File: src/rtl/pc_gen_pkg.sv
// Shared constants and state encoding for the IF-stage program-counter generator.
package pc_gen_pkg;

  localparam int              INST_ADDR_W      = 32;
  localparam logic [31:0]     RESET_VECTOR_DEF = 32'h0000_0000;

  localparam logic CHIP_ENABLE  = 1'b1;
  localparam logic CHIP_DISABLE = 1'b0;
  localparam logic BRANCH       = 1'b1;
  localparam logic NOT_BRANCH   = 1'b0;
  localparam logic STOP         = 1'b1;
  localparam logic NO_STOP      = 1'b0;

  typedef enum logic {
    DIS = 1'b0,
    RUN = 1'b1
  } pc_state_t;

endpackage

File: src/rtl/pc_gen_if.sv
// Control/branch inputs and fetch outputs of pc_gen; slave is the generator, master is ctrl/ID side.
interface pc_gen_if #(
  parameter int ADDR_W  = 32,
  parameter int STALL_W = 6
);
  logic [STALL_W-1:0] stall;
  logic               flush;
  logic [ADDR_W-1:0]  new_pc;
  logic               branch_flag_i;
  logic [ADDR_W-1:0]  branch_addr_i;
  logic [ADDR_W-1:0]  pc;
  logic               ce;
  logic               misalign_o;
  logic               branch_pend_o;

  modport slave (
    input  stall, flush, new_pc, branch_flag_i, branch_addr_i,
    output pc, ce, misalign_o, branch_pend_o
  );

  modport master (
    output stall, flush, new_pc, branch_flag_i, branch_addr_i,
    input  pc, ce, misalign_o, branch_pend_o
  );
endinterface

File: src/rtl/pc_gen.sv
// IF-stage PC generator: flush > stall > live branch > pending branch > sequential increment.
// One cycle from reset release to first fetch; all outputs registered, a branch seen during stall is held until pc may move.
module pc_gen
  import pc_gen_pkg::*;
#(
  parameter int                ADDR_W       = INST_ADDR_W,
  parameter logic [ADDR_W-1:0] RESET_VECTOR = ADDR_W'(RESET_VECTOR_DEF),
  parameter int                FETCH_BYTES  = 4,
  parameter int                STALL_W      = 6
) (
  input  logic    clk,
  input  logic    rst,
  pc_gen_if.slave bus
);

  localparam logic [ADDR_W-1:0] STRIDE     = ADDR_W'(FETCH_BYTES);
  localparam logic [ADDR_W-1:0] ALIGN_MASK = ADDR_W'(FETCH_BYTES - 1);

  pc_state_t         state;
  logic [ADDR_W-1:0] pc_q;
  logic              ce_q;
  logic              misalign_q;
  logic              pend_q;
  logic [ADDR_W-1:0] pend_tgt_q;

  logic [ADDR_W-1:0] nxt_pc;
  logic              nxt_pend;
  logic [ADDR_W-1:0] nxt_tgt;

  // Only stall[0] steers the pc; the rest of the vector belongs to later stages.
  logic unused_stall;
  assign unused_stall = ^bus.stall;

  always_comb begin
    nxt_pc   = pc_q + STRIDE;
    nxt_pend = pend_q;
    nxt_tgt  = pend_tgt_q;
    if (bus.flush) begin
      nxt_pc   = bus.new_pc;
      nxt_pend = 1'b0;
    end else if (bus.stall[0] == STOP) begin
      nxt_pc = pc_q;
      if (bus.branch_flag_i == BRANCH) begin
        nxt_pend = 1'b1;
        nxt_tgt  = bus.branch_addr_i;
      end
    end else if (bus.branch_flag_i == BRANCH) begin
      nxt_pc   = bus.branch_addr_i;
      nxt_pend = 1'b0;
    end else if (pend_q) begin
      nxt_pc   = pend_tgt_q;
      nxt_pend = 1'b0;
    end
  end

  always_ff @(posedge clk or negedge rst) begin
    if (!rst) begin
      state      <= DIS;
      pc_q       <= RESET_VECTOR;
      ce_q       <= CHIP_DISABLE;
      misalign_q <= 1'b0;
      pend_q     <= 1'b0;
      pend_tgt_q <= '0;
    end else begin
      case (state)
        DIS: begin
          state      <= RUN;
          ce_q       <= CHIP_ENABLE;
          pc_q       <= RESET_VECTOR;
          misalign_q <= |(RESET_VECTOR & ALIGN_MASK);
        end
        RUN: begin
          ce_q       <= CHIP_ENABLE;
          pc_q       <= nxt_pc;
          misalign_q <= |(nxt_pc & ALIGN_MASK);
          pend_q     <= nxt_pend;
          pend_tgt_q <= nxt_tgt;
        end
        default: state <= DIS;
      endcase
    end
  end

  assign bus.pc            = pc_q;
  assign bus.ce            = ce_q;
  assign bus.misalign_o    = misalign_q;
  assign bus.branch_pend_o = pend_q;

endmodule

File: src/flat_wrapper.sv
// flat-port wrapper written by rule: the top's interface ports become plain ports
module pc_gen_flat import pc_gen_pkg::*;
#(
  parameter int                ADDR_W       = INST_ADDR_W,
  parameter logic [ADDR_W-1:0] RESET_VECTOR = ADDR_W'(RESET_VECTOR_DEF),
  parameter int                FETCH_BYTES  = 4,
  parameter int                STALL_W      = 6
)
  (clk, rst, bus_stall, bus_flush, bus_new_pc, bus_branch_flag_i, bus_branch_addr_i, bus_pc, bus_ce, bus_misalign_o, bus_branch_pend_o);
  pc_gen_if #(.ADDR_W(ADDR_W), .STALL_W(STALL_W)) bus_i ();
  input  logic clk;
  input  logic rst;
  input wire logic [$bits(bus_i.stall)-1:0] bus_stall;
  input wire logic [$bits(bus_i.flush)-1:0] bus_flush;
  input wire logic [$bits(bus_i.new_pc)-1:0] bus_new_pc;
  input wire logic [$bits(bus_i.branch_flag_i)-1:0] bus_branch_flag_i;
  input wire logic [$bits(bus_i.branch_addr_i)-1:0] bus_branch_addr_i;
  output wire logic [$bits(bus_i.pc)-1:0] bus_pc;
  output wire logic [$bits(bus_i.ce)-1:0] bus_ce;
  output wire logic [$bits(bus_i.misalign_o)-1:0] bus_misalign_o;
  output wire logic [$bits(bus_i.branch_pend_o)-1:0] bus_branch_pend_o;
  assign bus_i.stall = bus_stall;
  assign bus_i.flush = bus_flush;
  assign bus_i.new_pc = bus_new_pc;
  assign bus_i.branch_flag_i = bus_branch_flag_i;
  assign bus_i.branch_addr_i = bus_branch_addr_i;
  assign bus_pc = bus_i.pc;
  assign bus_ce = bus_i.ce;
  assign bus_misalign_o = bus_i.misalign_o;
  assign bus_branch_pend_o = bus_i.branch_pend_o;
  pc_gen #(.ADDR_W(ADDR_W), .RESET_VECTOR(RESET_VECTOR), .FETCH_BYTES(FETCH_BYTES), .STALL_W(STALL_W)) u_core (.clk(clk), .rst(rst), .bus(bus_i));
endmodule
File: config.mk
export PLATFORM = sky130hd
export DESIGN_NAME = pc_gen_flat
export DESIGN_NICKNAME = d
export VERILOG_FILES = /design/src/rtl/pc_gen_pkg.sv /design/src/rtl/pc_gen_if.sv /design/src/rtl/pc_gen.sv /design/src/flat_wrapper.sv
export SDC_FILE = /design/constraint.sdc
export NUM_CORES = 1
export LEC_CHECK = 0
export BUFFER_PORTS_ARGS = -buffer_cell sky130_fd_sc_hd__buf_2
export CELL_PAD_IN_SITES_DETAIL_PLACEMENT = 2
export CELL_PAD_IN_SITES_GLOBAL_PLACEMENT = 2
export CORE_ASPECT_RATIO = 0.7
export CORE_MARGIN = 2
export CORE_UTILIZATION = 34
export CTS_CLUSTER_DIAMETER = 200
export DETAILED_ROUTE_END_ITERATION = 16
export PLACE_DENSITY = 0.95
export SETUP_SLACK_MARGIN = 0.05
export SYNTH_ARGS = -nofsm -noshare
export SYNTH_HDL_FRONTEND = slang
export SYNTH_SLANG_ARGS = --single-unit
File: constraint.sdc
create_clock -name clk -period 3.3 [get_ports clk]
set_clock_uncertainty 0.05 [all_clocks]
set_input_delay 0.165 -clock clk [delete_from_list [all_inputs] [get_ports clk]]
set_output_delay 0.165 -clock clk [all_outputs]
set_load 0.01 [all_outputs]
Word-level counts from Yosys, hierarchy flattened. Index checks and enable logic that the tools add are counted.

Output and inout port bits: 35. Bits in registers: 67. Input port bits: 74. Word-level logic and storage cells: 23.

Add/subtract/negate cells: 1. Reduce and logical (&&, ||, !) cells: 3. Equality and inequality tests: 2. Bitwise operators: 2. Multiplexer cells: 9.

Operators by type and width (count): 2-to-1 mux 32 bit (4); one-hot mux 32 bit (2 select lines) (1); adder 32 x 3 -> 32 bit (second input constant) (1); AND reduction 4 bit (1); 2-to-1 mux 1 bit (3); inequality test 3 x 1 -> 1 bit (second input constant) (1); inequality test 3 bit (second input constant) (1); NOT 1 bit (2); one-hot mux 1 bit (2 select lines) (1); AND reduction 2 bit (1); OR reduction 2 bit (1).

Depth between registers and ports, before layout.
Depth in word-level cells: 7. Gate-level depth with buffers: 7. Depth with buffers taken out: 6.

Worst setup path after synthesis. Ideal clock, no wire load.

Kind: register to register. Start: reg u_core.pc_q[2] (netlist: u_core.bus.pc[2]). End: reg u_core.pc_q[26] (netlist: u_core.bus.pc[26]). Period minus slack after synthesis: 1.939 ns. Arrival: 1.767 ns. Data required time: 3.128 ns. Path buffers: 0. Setup slack: 1.361 ns. Library setup time: 0.122 ns. Cell stages (with the launch flop): 7. Cell sequence: dfrtp_1 -> ha_1 -> nand2_1 -> nor3_1 -> nand3_1 -> xnor2_1 -> a32o_1.

Longest elaborated chain between the ends: 6.

RTL lines: from (decl) (line pc_gen.sv:20) `logic [ADDR_W-1:0] pc_q;`; from (signal assigned) (line pc_gen.sv:74) `pc_q <= nxt_pc;`; adder 32 x 3 -> 32 bit (line pc_gen.sv:35) `nxt_pc = pc_q + STRIDE;`; 2-to-1 mux 32 bit (line pc_gen.sv:50) `end else if (pend_q) begin`; 2-to-1 mux 32 bit (line pc_gen.sv:47) `end else if (bus.branch_flag_i == BRANCH) begin`; 2-to-1 mux 32 bit (line pc_gen.sv:41) `end else if (bus.stall[0] == STOP) begin`; 2-to-1 mux 32 bit (line pc_gen.sv:38) `if (bus.flush) begin`; one-hot mux 32 bit (2 select lines) (line pc_gen.sv:65) `case (state)`.

No other way between the ends. The select of a mux whose other input is x is not followed. A chain may end at the register's enable or synchronous reset.

Worst setup path in the final report.
Start: reg u_core.pc_q[3] (netlist: u_core.bus.pc[3]). End: reg u_core.pc_q[16] (netlist: u_core.bus.pc[16]).

Same word-level chain as after synthesis.

==> summary.md <==
| Metric | Value |
|---|---|
| Post-layout minimum cycle time | `2.48 ns` |
| Crit. End Element | `flop` |
| Hold-fix buffers at CTS | `1` |
| RSZ-0062 raised after global routing | `no` |
| Routability congestion estimate | `around 0.8` |
| WHS | `roughly 0.0095 ns` |
| Internal | `about 1800 uW` |
| Least-Margin Pin Slew | `roughly 1.0 ns` |
| N_diodes | `0` |
| Total Routing Usage GR | `a little over a quarter` |
| Post-DRT Antenna Nets | `0` |
| Comb power frac | `17.1%` |
| CTS tree | `done` |
| Synthesis-to-finish area growth | `25.2%` |
| Cts bufs inserted | `9` |
| Max Cap Viol | `0` |
| Number of antenna violations at the first check in global routing | `0` |
| Commonest non-fill, non-tap cell in the layout | `buf_2` |
| Most used flip-flop cell after synthesis | `dfrtp_1` |
| Total number of vias | `between 3,000 and 4,000` |
| Worst setup path endpoint | `u_core.bus.pc[16]` |
| Endpoints failing setup | `0` |
| Clock power share | `41.7%` |
| Cells on worst reg2reg path | `6` |
| Clk slew on worst S/H paths | `0.06 ns` |
| FFs w/ async S/R, synth | `100%` |
| Syn Nets | `about 490` |
| Vias in the first global route | `roughly 4,400` |
| Drt wl/cell | `between 20 and 25 um` |
| TritonRoute pass-1 iters | `5` |
| Initial core utilization | `around a third` |
| Sequential power share | `between 40% and 50%` |
| Clock sink total | `between 60 and 70` |
| Fin area | `0.00494 mm^2` |
| Clk_lat worst skew | `between 0.3 and 0.4 ns` |
| Arr. time, crit path | `about 2.6 ns` |
| Psw | `approximately 700 uW` |
| Crit Path Class | `flop to flop` |
| Area post-placement | `approximately 0.0046 mm^2` |
| Crit path from | `u_core.bus.pc[3]` |
| Share of the synthesized area in the top cell type | `about 43%` |
| Status | `complete, no violations` |
| Placed Cells | `~650` |
| Layout cells sized above 1 | `roughly a third` |
| Yosys reg bits | `67` |
| Synth Warn # | `0` |
| # DRC | `0` |
| Hold Path Class | `input pin to flop` |
| Max clock buf depth | `2` |
| WL final | `16,200 um` |
| Non-filler cells, final | `roughly 670` |
| Port bufs | `between 100 and 150` |
| Peak VDD IR | `0.259 mV` |
| First-pass GRT wire length | `between 20,000 and 30,000 um` |
| CP max FO | `6` |
| IO Count | `between 100 and 150` |
| # fillers | `between 1,000 and 1,500` |
| H-tree levels | `3` |
| Placeable Area | `0.0112 mm^2` |
| Most frequent cells in the layout | `103 x buf_2, 67 x dfrtp_1, 44 x nand2_1, 39 x o21ai_0, 30 x mux2_2` |
| Vias/cell | `around 6` |
| Die height | `roughly 94 um` |
| Largest cells by area after synthesis | `dfrtp_1 43%, mux2_2 8.6%, o21ai_0 4.9%` |
| Max Fclk | `about 400 MHz` |
| # rows | `32` |
| Largest net degree at the start of global routing | `42` |
| Die Wd | `between 100 and 150 um` |
| Post-synth top area cell | `dfrtp_1` |
| Clock Root Buffer | `clkbuf_16` |
| DP HPWL | `11,400 um` |
| Final Power | `approximately 2600 uW` |
| Post-Syn Instances | `about 410` |
| Post-CTS Setup Inserts | `0` |
| Synth cell types | `55` |
| Reg-to-reg slack, setup | `approximately 0.82 ns` |
| EDFF count, synth | `0` |
| Final Hold Viols | `0` |
| Slew headroom | `32.3%` |
| Gr ovfl total | `0` |
| FF-to-FF End | `u_core.bus.pc[16]` |
| Slew Limit Fails | `0` |
| Worst Setup Start Kind | `flop` |
| TNS Setup | `0 ns` |
| Reg2reg start | `u_core.bus.pc[3]` |
| Fin crit share | `75.3%` |
| Seq/Total Area, Yosys | `42.5%` |
| Leak pwr | `around 0.0022 uW` |
| Post-synthesis instance area | `approximately 0.004 mm^2` |
| Cell Pwr Density | `between 500 and 600 mW/mm^2` |
| 1st-iter DRT viols | `between 200 and 300` |
| Req. time, crit path | `3.46 ns` |
| Sw Share | `28.2%` |
| Avg Inst Size Synth | `~9.6 um^2` |
| Final #Nets | `~600` |
| Die ar. | `~0.012 mm^2` |
| Post-CTS resize count | `0` |
[cells in the mapped netlist, types with 2 or more instances]
cell type,count
nor2b_1,6
a31oi_1,6
nand3_1,12
a211oi_1,2
and3_1,8
or2_2,6
o221ai_1,6
xor2_1,10
nand2_1,44
buf_2,4
nand2b_1,3
inv_1,11
o31ai_1,4
nor4_1,3
nor3_1,4
a32o_1,4
clkbuf_8,2
a22oi_1,19
a21oi_1,13
a221oi_1,7
clkbuf_1,15
o211ai_1,7
o22ai_1,6
and2_1,5
buf_6,2
o21ai_0,39
a221o_1,2
mux2_2,30
mux2i_1,10
o221a_2,2
xnor2_1,8
dfrtp_1,67
nand4_1,8
nor2_1,15
[area by class of cell]
| type | instances | area (um^2) | share of cell area (%) |
|---|---|---|---|
| Tap cell | 153 | 191 | 3.88 |
| Clock buffer | 11 | 253 | 5.12 |
| Timing Repair Buffer | 115 | 621 | 12.6 |
| Inverter | 12 | 45.0 | 0.912 |
| Multi-Input combinational cell | 306 | 2080 | 42.1 |
| Sequential cell | 67 | 1680 | 33.9 |
| Clock inverter | 5 | 75.1 | 1.52 |
[registers in the layout, summed over array words and instances, names as in the netlist]
register,cells
u_core.bus.misalign_o,1
u_core.pend_tgt_q,32
u_core.bus.pc,32
u_core.bus.branch_pend_o,1
u_core.bus.ce,1
[through the flow]
| step | utilization [%] | worst slack, ns |
|---|---|---|
| after floorplan | - | 1.36 |
| after global placement | 41.2 | 1.07 |
| after detailed placement | 41.2 | 0.910 |
| final | 44.2 | 0.816 |
| after global routing | 44.2 | 0.675 |
| after CTS | 44.2 | 0.834 |
[critical path: stages (launching register included)]
cell	delay, ns
dfrtp_1	0.46
ha_1	0.31
nand2_1	0.14
nor4_1	0.84
a21oi_1	0.21
o21ai_0	0.22
o211ai_1	0.12
[cell families after synthesis]
family	Yosys count	share of synthesized area, %
compound gates	125	21.3
simple gates	121	15.9
flops	67	42.5
mux	40	11.1
buf+inv	38	4.82
xor+xnor	18	4.00
fa+ha+maj	1	0.317
other cells	1	0.0951
[metal layers]
metal	track usage, %	wire length, um	up-vias
met5	0	0	-
met4	6.27	194	0
met3	5.50	1030	16
met2	46.3	7980	158
met1	35.1	6980	2042
li1	-	-	1731
[worst min-delay path by stage]
stage	startpoint	to	slack (ns)	cells after the start
global route	bus_new_pc[25]	u_core.bus.pc[25]	0.005	2
finish	bus_new_pc[25]	u_core.bus.pc[25]	0.01	2
detailed placement	rst	u_core.bus.pc[5]	0.17	1
floorplan	rst	u_core.bus.branch_pend_o	-0.18	0
global placement	rst	u_core.pend_tgt_q[5]	0.17	1
CTS	bus_new_pc[25]	u_core.bus.pc[25]	0.01	2
[power by group through the flow]
stage	Sequential, uW	Clock, uW	Combinational, uW
6_report	1060	1070	436
5_1_grt	1070	1120	478
4_1_cts	1050	1090	438
3_5_place_dp	1070	0	433
3_3_place_gp	1050	0	399
2_1_floorplan	1040	0	243
No activity file was read; power rests on OpenSTA's default activity.
